<file path="src/rtl/y_ctrl_pkg.sv">
// ---------------------------------------------------------------------------
// y_ctrl_pkg: shared opcodes, ALU encodings and FSM types for y_seq_ctrl
// Rev 1.0
// ---------------------------------------------------------------------------
`default_nettype none

package y_ctrl_pkg;

  localparam logic [6:0] OPC_R   = 7'h33;
  localparam logic [6:0] OPC_I   = 7'h13;
  localparam logic [6:0] OPC_LD  = 7'h03;
  localparam logic [6:0] OPC_ST  = 7'h23;
  localparam logic [6:0] OPC_BR  = 7'h63;
  localparam logic [6:0] OPC_JAL = 7'h6F;

  localparam logic [2:0] ALU_ADD = 3'b010;
  localparam logic [2:0] ALU_SUB = 3'b110;
  localparam logic [2:0] ALU_AND = 3'b000;
  localparam logic [2:0] ALU_OR  = 3'b001;
  localparam logic [2:0] ALU_SLT = 3'b111;

  typedef enum logic [2:0] {
    S_IDLE, S_IF, S_ID, S_EX, S_MEM, S_WB, S_HALT
  } state_e;

  typedef enum logic [2:0] {
    CLS_NONE, CLS_R, CLS_I, CLS_LD, CLS_ST, CLS_BR, CLS_JAL
  } cls_e;

  typedef enum logic [1:0] {
    PC_SEL_P4, PC_SEL_BR, PC_SEL_J
  } pc_sel_e;

  // {valid, op} for the funct3 values shared by R-type and I-ALU
  function automatic logic [3:0] alu_from_funct3(input logic [2:0] funct3);
    logic [3:0] r;
    case (funct3)
      3'b000:  r = {1'b1, ALU_ADD};
      3'b111:  r = {1'b1, ALU_AND};
      3'b110:  r = {1'b1, ALU_OR};
      3'b010:  r = {1'b1, ALU_SLT};
      default: r = 4'b0000;
    endcase
    return r;
  endfunction

endpackage

`default_nettype wire

</file>
<file path="src/rtl/y_ctrl_dec.sv">
// ---------------------------------------------------------------------------
// y_ctrl_dec: combinational instruction decode to class, ALU op and ALUSrc
// Rev 1.0
// ---------------------------------------------------------------------------
`default_nettype none

module y_ctrl_dec
  import y_ctrl_pkg::*;
(
  input  logic [6:0] opcode,
  input  logic [2:0] funct3,
  input  logic       funct7_5,
  output cls_e       cls,
  output logic [2:0] op,
  output logic       alu_src,
  output logic       illegal
);

  logic [3:0] alu_f;
  assign alu_f = alu_from_funct3(funct3);

  always_comb begin
    cls     = CLS_NONE;
    op      = ALU_ADD;
    alu_src = 1'b0;
    illegal = 1'b0;
    case (opcode)
      OPC_R: begin
        if (funct3 == 3'b000 && funct7_5) begin
          cls = CLS_R;
          op  = ALU_SUB;
        end else if (alu_f[3]) begin
          cls = CLS_R;
          op  = alu_f[2:0];
        end else begin
          illegal = 1'b1;
        end
      end
      OPC_I: begin
        if (alu_f[3]) begin
          cls     = CLS_I;
          op      = alu_f[2:0];
          alu_src = 1'b1;
        end else begin
          illegal = 1'b1;
        end
      end
      OPC_LD: begin
        cls     = CLS_LD;
        alu_src = 1'b1;
      end
      OPC_ST: begin
        cls     = CLS_ST;
        alu_src = 1'b1;
      end
      OPC_BR: begin
        if (funct3 == 3'b000) begin
          cls = CLS_BR;
          op  = ALU_SUB;
        end else begin
          illegal = 1'b1;
        end
      end
      OPC_JAL: cls = CLS_JAL;
      default: illegal = 1'b1;
    endcase
  end

endmodule

`default_nettype wire

</file>
<file path="src/rtl/y_seq_ctrl.sv">
// ---------------------------------------------------------------------------
// y_seq_ctrl: multi-cycle control sequencer for the yIF/yID/yEX/yDM/yWB path
// Rev 1.0
// ---------------------------------------------------------------------------
`default_nettype none

module y_seq_ctrl
  import y_ctrl_pkg::*;
#(
  parameter logic [31:0] RESET_PC = 32'h0000_0028,
  parameter logic [15:0] MAX_INS  = 16'd0
) (
  input  logic        clk,
  input  logic        rst,
  input  logic        start,
  input  logic [31:0] ins,
  input  logic [31:0] PCp4,
  input  logic [31:0] branch,
  input  logic [31:0] jTarget,
  input  logic        zero,
  output logic [31:0] PC,
  output logic        RegWrite,
  output logic        ALUSrc,
  output logic        Mem2Reg,
  output logic        MemRead,
  output logic        MemWrite,
  output logic [2:0]  op,
  output logic        link,
  output logic        busy,
  output logic        illegal,
  output logic [15:0] retired
);

  state_e     state, state_nx;
  logic [31:0] ir;
  cls_e       cls;
  logic [2:0] dec_op;
  logic       dec_alu_src;
  logic       dec_illegal;
  logic       last;
  logic       set_illegal;
  logic       at_limit;
  pc_sel_e    pc_sel;

  y_ctrl_dec u_dec (
    .opcode   (ir[6:0]),
    .funct3   (ir[14:12]),
    .funct7_5 (ir[30]),
    .cls      (cls),
    .op       (dec_op),
    .alu_src  (dec_alu_src),
    .illegal  (dec_illegal)
  );

  assign at_limit = (MAX_INS != 16'd0) && ((retired + 16'd1) == MAX_INS);

  always_ff @(posedge clk or posedge rst) begin
    if (rst) state <= S_IDLE;
    else     state <= state_nx;
  end

  always_comb begin
    state_nx    = state;
    RegWrite    = 1'b0;
    ALUSrc      = 1'b0;
    Mem2Reg     = 1'b0;
    MemRead     = 1'b0;
    MemWrite    = 1'b0;
    op          = ALU_ADD;
    link        = 1'b0;
    busy        = 1'b1;
    last        = 1'b0;
    set_illegal = 1'b0;
    pc_sel      = PC_SEL_P4;
    case (state)
      S_IDLE, S_HALT: begin
        busy = 1'b0;
        if (start) state_nx = S_IF;
      end
      S_IF: state_nx = S_ID;
      S_ID: begin
        if (ir == 32'h0) begin
          state_nx = S_HALT;
        end else if (dec_illegal) begin
          state_nx    = S_HALT;
          set_illegal = 1'b1;
        end else begin
          state_nx = S_EX;
        end
      end
      S_EX: begin
        case (cls)
          CLS_BR:         last = 1'b1;
          CLS_LD, CLS_ST: state_nx = S_MEM;
          default:        state_nx = S_WB;
        endcase
      end
      S_MEM: begin
        MemRead  = (cls == CLS_LD);
        MemWrite = (cls == CLS_ST);
        if (cls == CLS_LD) state_nx = S_WB;
        else               last = 1'b1;
      end
      S_WB: begin
        RegWrite = 1'b1;
        last     = 1'b1;
      end
      default: state_nx = S_IDLE;
    endcase

    // Datapath selects are held steady for the whole active part of the sequence
    if (state inside {S_ID, S_EX, S_MEM, S_WB}) begin
      ALUSrc  = dec_alu_src;
      op      = dec_op;
      link    = (cls == CLS_JAL);
      Mem2Reg = (cls == CLS_LD);
    end

    if (last) begin
      if (cls == CLS_BR && zero) pc_sel = PC_SEL_BR;
      else if (cls == CLS_JAL)   pc_sel = PC_SEL_J;
      state_nx = at_limit ? S_HALT : S_IF;
    end
  end

  always_ff @(posedge clk or posedge rst) begin
    if (rst) begin
      PC      <= RESET_PC;
      ir      <= 32'h0;
      retired <= 16'd0;
      illegal <= 1'b0;
    end else begin
      if ((state == S_IDLE || state == S_HALT) && start) begin
        PC      <= RESET_PC;
        retired <= 16'd0;
        illegal <= 1'b0;
      end
      if (state == S_IF) ir <= ins;
      if (set_illegal)   illegal <= 1'b1;
      if (last) begin
        retired <= retired + 16'd1;
        case (pc_sel)
          PC_SEL_BR: PC <= branch;
          PC_SEL_J:  PC <= jTarget;
          default:   PC <= PCp4;
        endcase
      end
    end
  end

endmodule

`default_nettype wire
</file>
<file path="config.mk">
export PLATFORM = sky130hd
export DESIGN_NAME = y_seq_ctrl
export DESIGN_NICKNAME = d
export VERILOG_FILES = /design/src/rtl/y_ctrl_pkg.sv /design/src/rtl/y_ctrl_dec.sv /design/src/rtl/y_seq_ctrl.sv
export SDC_FILE = /design/constraint.sdc
export NUM_CORES = 1
export LEC_CHECK = 0
export ABC_AREA = 1
export CAP_MARGIN = 20
export CORE_MARGIN = 2
export CORE_UTILIZATION = 43
export DETAILED_ROUTE_END_ITERATION = 7
export GPL_TIMING_DRIVEN = 1
export MAX_ROUTING_LAYER = met4
export PLACE_DENSITY = 0.8
export REMOVE_ABC_BUFFERS = 1
export SLEW_MARGIN = 20
export SYNTH_ARGS = -nofsm -noshare
export SYNTH_HDL_FRONTEND = slang
export SYNTH_SLANG_ARGS = --single-unit
</file>
<file path="constraint.sdc">
create_clock -name clk -period 2.6 [get_ports clk]
set_input_delay 0.26 -clock clk [delete_from_list [all_inputs] [get_ports clk]]
set_output_delay 0.26 -clock clk [all_outputs]
set_load 0.01 [all_outputs]
</file>
==> impl_metrics.csv <==
group,metric,value,unit
status,result_of_the_run,"completed",
logic_synthesis,synth_simple_gate_area_share,0.315,
pwr,pwr_density_cell,962,mW/mm2
drt,routed_wl,14.1,mm
logic_synthesis,synth_top_area_cell,"sky130_fd_sc_hd__dfrtp_1",
logic_synthesis,mappedNetlistArea,0.00460,mm2
logic_synthesis,post_synth_fa_ha_maj_area_fraction,0.00272,
sta,final_min_period,2510,ps
clock_network,insertion_delay,360,ps
logic_synthesis,number_of_enable_type_register_cells_in_the_synthesized_netlist,0,
logic_synthesis,main_combinational_cell_family_by_area_after_synthesis,"simple AND/OR/NAND/NOR gates",
flow_run,timing.max_cap.violations,0,
clock_network,ctsLongestPathBuffers,2,
die,boundaryPins,191,
place,place.port_buffers,190,
clock_network,cts_tree,"done",
logic_synthesis,synth_xor_xnor_area_share,0.00952,
logic_synthesis,synthMuxAreaShare,0.0637,
setup_path,worst-endpoint-required,2340,ps
logic_synthesis,count_of_state_elements_after_synthesis,84,
finish,layout_cell_share_with_drive_strength_beyond_1,0.106,
die,die_span_y,107,um
clock_network,numCtsBuffers,9,
logic_synthesis,count_of_unique_library_cells_instantiated_by_yosys,35,
die,start_util,0.444,
die,fp.dieW,107,um
global_routing,grt_pass1_vias,4734,
logic_synthesis,synth.top_cell.area_share,0.446,
setup_path,cp-start-kind,"flip-flop",
die,die_area,0.0115,mm2
setup_path,r2r_start,"ir[3]",
die,placeable_core_region,0.0104,mm2
setup_path,reg2reg_setup_slack,320,ps
logic_synthesis,ys_warn_count,0,
drt,drc_markers,0,
logic_synthesis,synth_compound_area_frac,0.0699,
clock_network,cts_hold_buffers,0,
setup_path,critPathMaxFanout,5,
pwr,max-vdd-ir-drop,0.000516,V
logic_synthesis,postSynthAreaPerCell,7.88,um2
finish,final_net_count,904,
clock_network,cts.root.buffer_cell,"sky130_fd_sc_hd__clkbuf_8",
drt,drt_first_iter_violations,248,
pwr,static-leakage-power,3.08,nW
clock_network,h-tree-depth,3,
die,core.rowCount,37,
setup_path,critical_path_start_end_classification,"flip-flop to output port",
setup_path,worst_r2r_endpoint,"PC[11]",
hold_path,min_path_type,"primary input to asynchronous set/reset pin",
finish,areaGrowthSynthToFinish,49.7,%
drt,detail-route-antenna-nets,0,
sta,drv_slew,0,
setup_path,setup.worst_path.end_class,"output port",
sta,setup-tns-final,0,ps
logic_synthesis,synthTopCellsByArea,"sky130_fd_sc_hd__dfrtp_1 (45%), sky130_fd_sc_hd__nand2_1 (14%), sky130_fd_sc_hd__nand3_1 (9.9%)",
setup_path,ff2ff_path_depth,12,
finish,antenna_cells,0,
drt,vias,4792,
logic_synthesis,post_synth_inst_count,584,
sta,headroom_to_the_max_slew_limit,0.521,
sta,worst_skew,9.81,ps
logic_synthesis,ys_seq_area_frac,0.458,
drt,detail_route.vias_per_cell,5.25,
clock_network,clock-sinks,84,
sta,actual_slew_at_the_worst_max_slew_pin,718,ps
clock_network,cts.clk_slew.worst_paths,90,ps
place,dp_slack,355,ps
sta,hold_violations,0,
global_routing,grt_start_max_net_pins,41,
global_routing,number_of_antenna_violations_at_the_first_check_in_global_routing,0,
setup_path,cp_data_arrival_time,2250,ps
place,detailed_place_hpwl,10.5,mm
drt,drt_first_pass_iters,5,
sta,report.final.setup_viol,0,
sta,fin_ws,91.3,ps
drt,avgRoutedWirePerCell,15.4,um
place,routabilityCongestion,0.901,
global_routing,total_routing_resource_utilization_after_global_routing,0.250,
sta,finalCritPeriodShare,0.965,
global_routing,grt_overflow_total,0,
global_routing,first_pass_grt_wire_length,22.1,mm
sta,fmax,399,MHz
logic_synthesis,ys_dominant_reg_cell,"sky130_fd_sc_hd__dfrtp_1",
sta,rsz0062_at_grt,"false",
logic_synthesis,synth_async_sr_flop_share,1.00,
[cells in the mapped netlist (3+ instances only)]
cell,count
sky130_fd_sc_hd__buf_4,3
sky130_fd_sc_hd__nand4_1,8
sky130_fd_sc_hd__o22ai_1,5
sky130_fd_sc_hd__nor4_1,8
sky130_fd_sc_hd__buf_2,12
sky130_fd_sc_hd__nor2_1,33
sky130_fd_sc_hd__dfrtp_1,82
sky130_fd_sc_hd__mux2_2,26
sky130_fd_sc_hd__buf_6,5
sky130_fd_sc_hd__nor3_1,8
sky130_fd_sc_hd__nand2_1,170
sky130_fd_sc_hd__o21ai_0,16
sky130_fd_sc_hd__nand3_1,91
sky130_fd_sc_hd__clkbuf_1,5
sky130_fd_sc_hd__inv_1,49
sky130_fd_sc_hd__a21oi_1,30
sky130_fd_sc_hd__inv_2,7
sky130_fd_sc_hd__xor2_1,3
[kinds of logic (layout without fill, tap and decap cells)]
logic type | Yosys count | in the layout
xor gates and xnor gates | 5 | 5
and+or+nand+nor | 328 | 328
adders and majority gates | 1 | 1
AOI/OAI and AO/OA | 58 | 58
DFF | 84 | 84
buffers and inverters | 82 | 274
muxes | 26 | 26
[area by class of cell]
type	count	area, um2
inverter	57	218
multi-input combinational	418	2170
clock buffer	11	141
fill	858	3490
clock inverter	5	83.8
tap	136	170
sequential	84	2110
timing repair buffer	201	2000
[flip-flops by register name, indices dropped and copies added (netlist names)]
register,count
PC,32
illegal,1
ir,32
retired,16
state,3
[worst max path at each step]
| stage | cells past startpoint | startpoint | slack [ps] | end |
|---|---|---|---|---|
| floorplan | 11 | ir[3] | 150 | PC[5] |
| global placement | 8 | state[0] | 470 | op[0] |
| detailed placement | 12 | ir[3] | 350 | PC[11] |
| CTS | 10 | state[0] | 20 | op[2] |
| global route | 8 | state[0] | 4 | op[0] |
| finish | 8 | state[0] | 90 | op[0] |
[cells in the final DEF, fill, tap and decap left out, types with 2 or more instances in the layout]
| cell | instances |
|---|---|
| sky130_fd_sc_hd__a21oi_1 | 29 |
| sky130_fd_sc_hd__buf_4 | 10 |
| sky130_fd_sc_hd__bufinv_16 | 2 |
| sky130_fd_sc_hd__clkbuf_8 | 10 |
| sky130_fd_sc_hd__clkdlybuf4s50_1 | 189 |
| sky130_fd_sc_hd__clkinvlp_4 | 2 |
| sky130_fd_sc_hd__dfrtp_1 | 81 |
| sky130_fd_sc_hd__dfstp_2 | 2 |
| sky130_fd_sc_hd__inv_1 | 47 |
| sky130_fd_sc_hd__inv_2 | 8 |
| sky130_fd_sc_hd__mux2_2 | 26 |
| sky130_fd_sc_hd__nand2_1 | 170 |
| sky130_fd_sc_hd__nand3_1 | 90 |
| sky130_fd_sc_hd__nand3_2 | 2 |
| sky130_fd_sc_hd__nand4_1 | 8 |
| sky130_fd_sc_hd__nor2_1 | 30 |
| sky130_fd_sc_hd__nor2_2 | 4 |
| sky130_fd_sc_hd__nor2_4 | 3 |
| sky130_fd_sc_hd__nor3_1 | 7 |
| sky130_fd_sc_hd__nor4_1 | 6 |
| sky130_fd_sc_hd__nor4_2 | 2 |
| sky130_fd_sc_hd__o21ai_0 | 16 |
| sky130_fd_sc_hd__o22ai_1 | 5 |
| sky130_fd_sc_hd__o31ai_1 | 2 |
| sky130_fd_sc_hd__or2_0 | 2 |
| sky130_fd_sc_hd__xnor2_1 | 2 |
| sky130_fd_sc_hd__xor2_1 | 3 |
[what timing repair did]
item                                    in CTS  in global routing
setup buffers                                0                  1
gates cloned                                 0                  0
resized for setup                            4                  9
endpoints found under the setup margin       3                  3
[critical path: stages, from the launching register on]
cell and delay, ps:
sky130_fd_sc_hd__dfrtp_1 420, sky130_fd_sc_hd__inv_2 120, sky130_fd_sc_hd__nand2_1 100, sky130_fd_sc_hd__nor2_2 140, sky130_fd_sc_hd__inv_1 90, sky130_fd_sc_hd__nand3_1 120
sky130_fd_sc_hd__inv_1 110, sky130_fd_sc_hd__nor4_2 200, sky130_fd_sc_hd__clkdlybuf4s50_1 590
[metal layers]
layer | up-vias | wire length [um] | global-route usage
li1 | 2300 | - | -
met1 | 2249 | 5790 | 0.297
met2 | 217 | 6920 | 0.431
met3 | 26 | 1070 | 0.0478
met4 | 0 | 304 | 0.0769
met5 | - | 0 | -
[power breakdown]
part | total (mW) | leakage [nW] | switching, mW | internal, mW
sequential | 2.38 | 1.04 | 0.462 | 1.92
combinational | 3.19 | 1.93 | 1.70 | 1.49
clock | 1.05 | 0.106 | 0.478 | 0.571
[stage by stage]
stage	util	hold WS (ps)	total power, mW	instances	instance area, um2
final	0.664	315	6.62	912	6880
after global routing	0.664	371	7.12	912	6880
after CTS	0.660	335	6.61	911	6840
after detailed placement	0.637	465	5.53	895	6600
after global placement	0.637	461	5.38	895	6600
after floorplan	-	388	4.05	559	4440
Power figures use the tool's default switching activity.
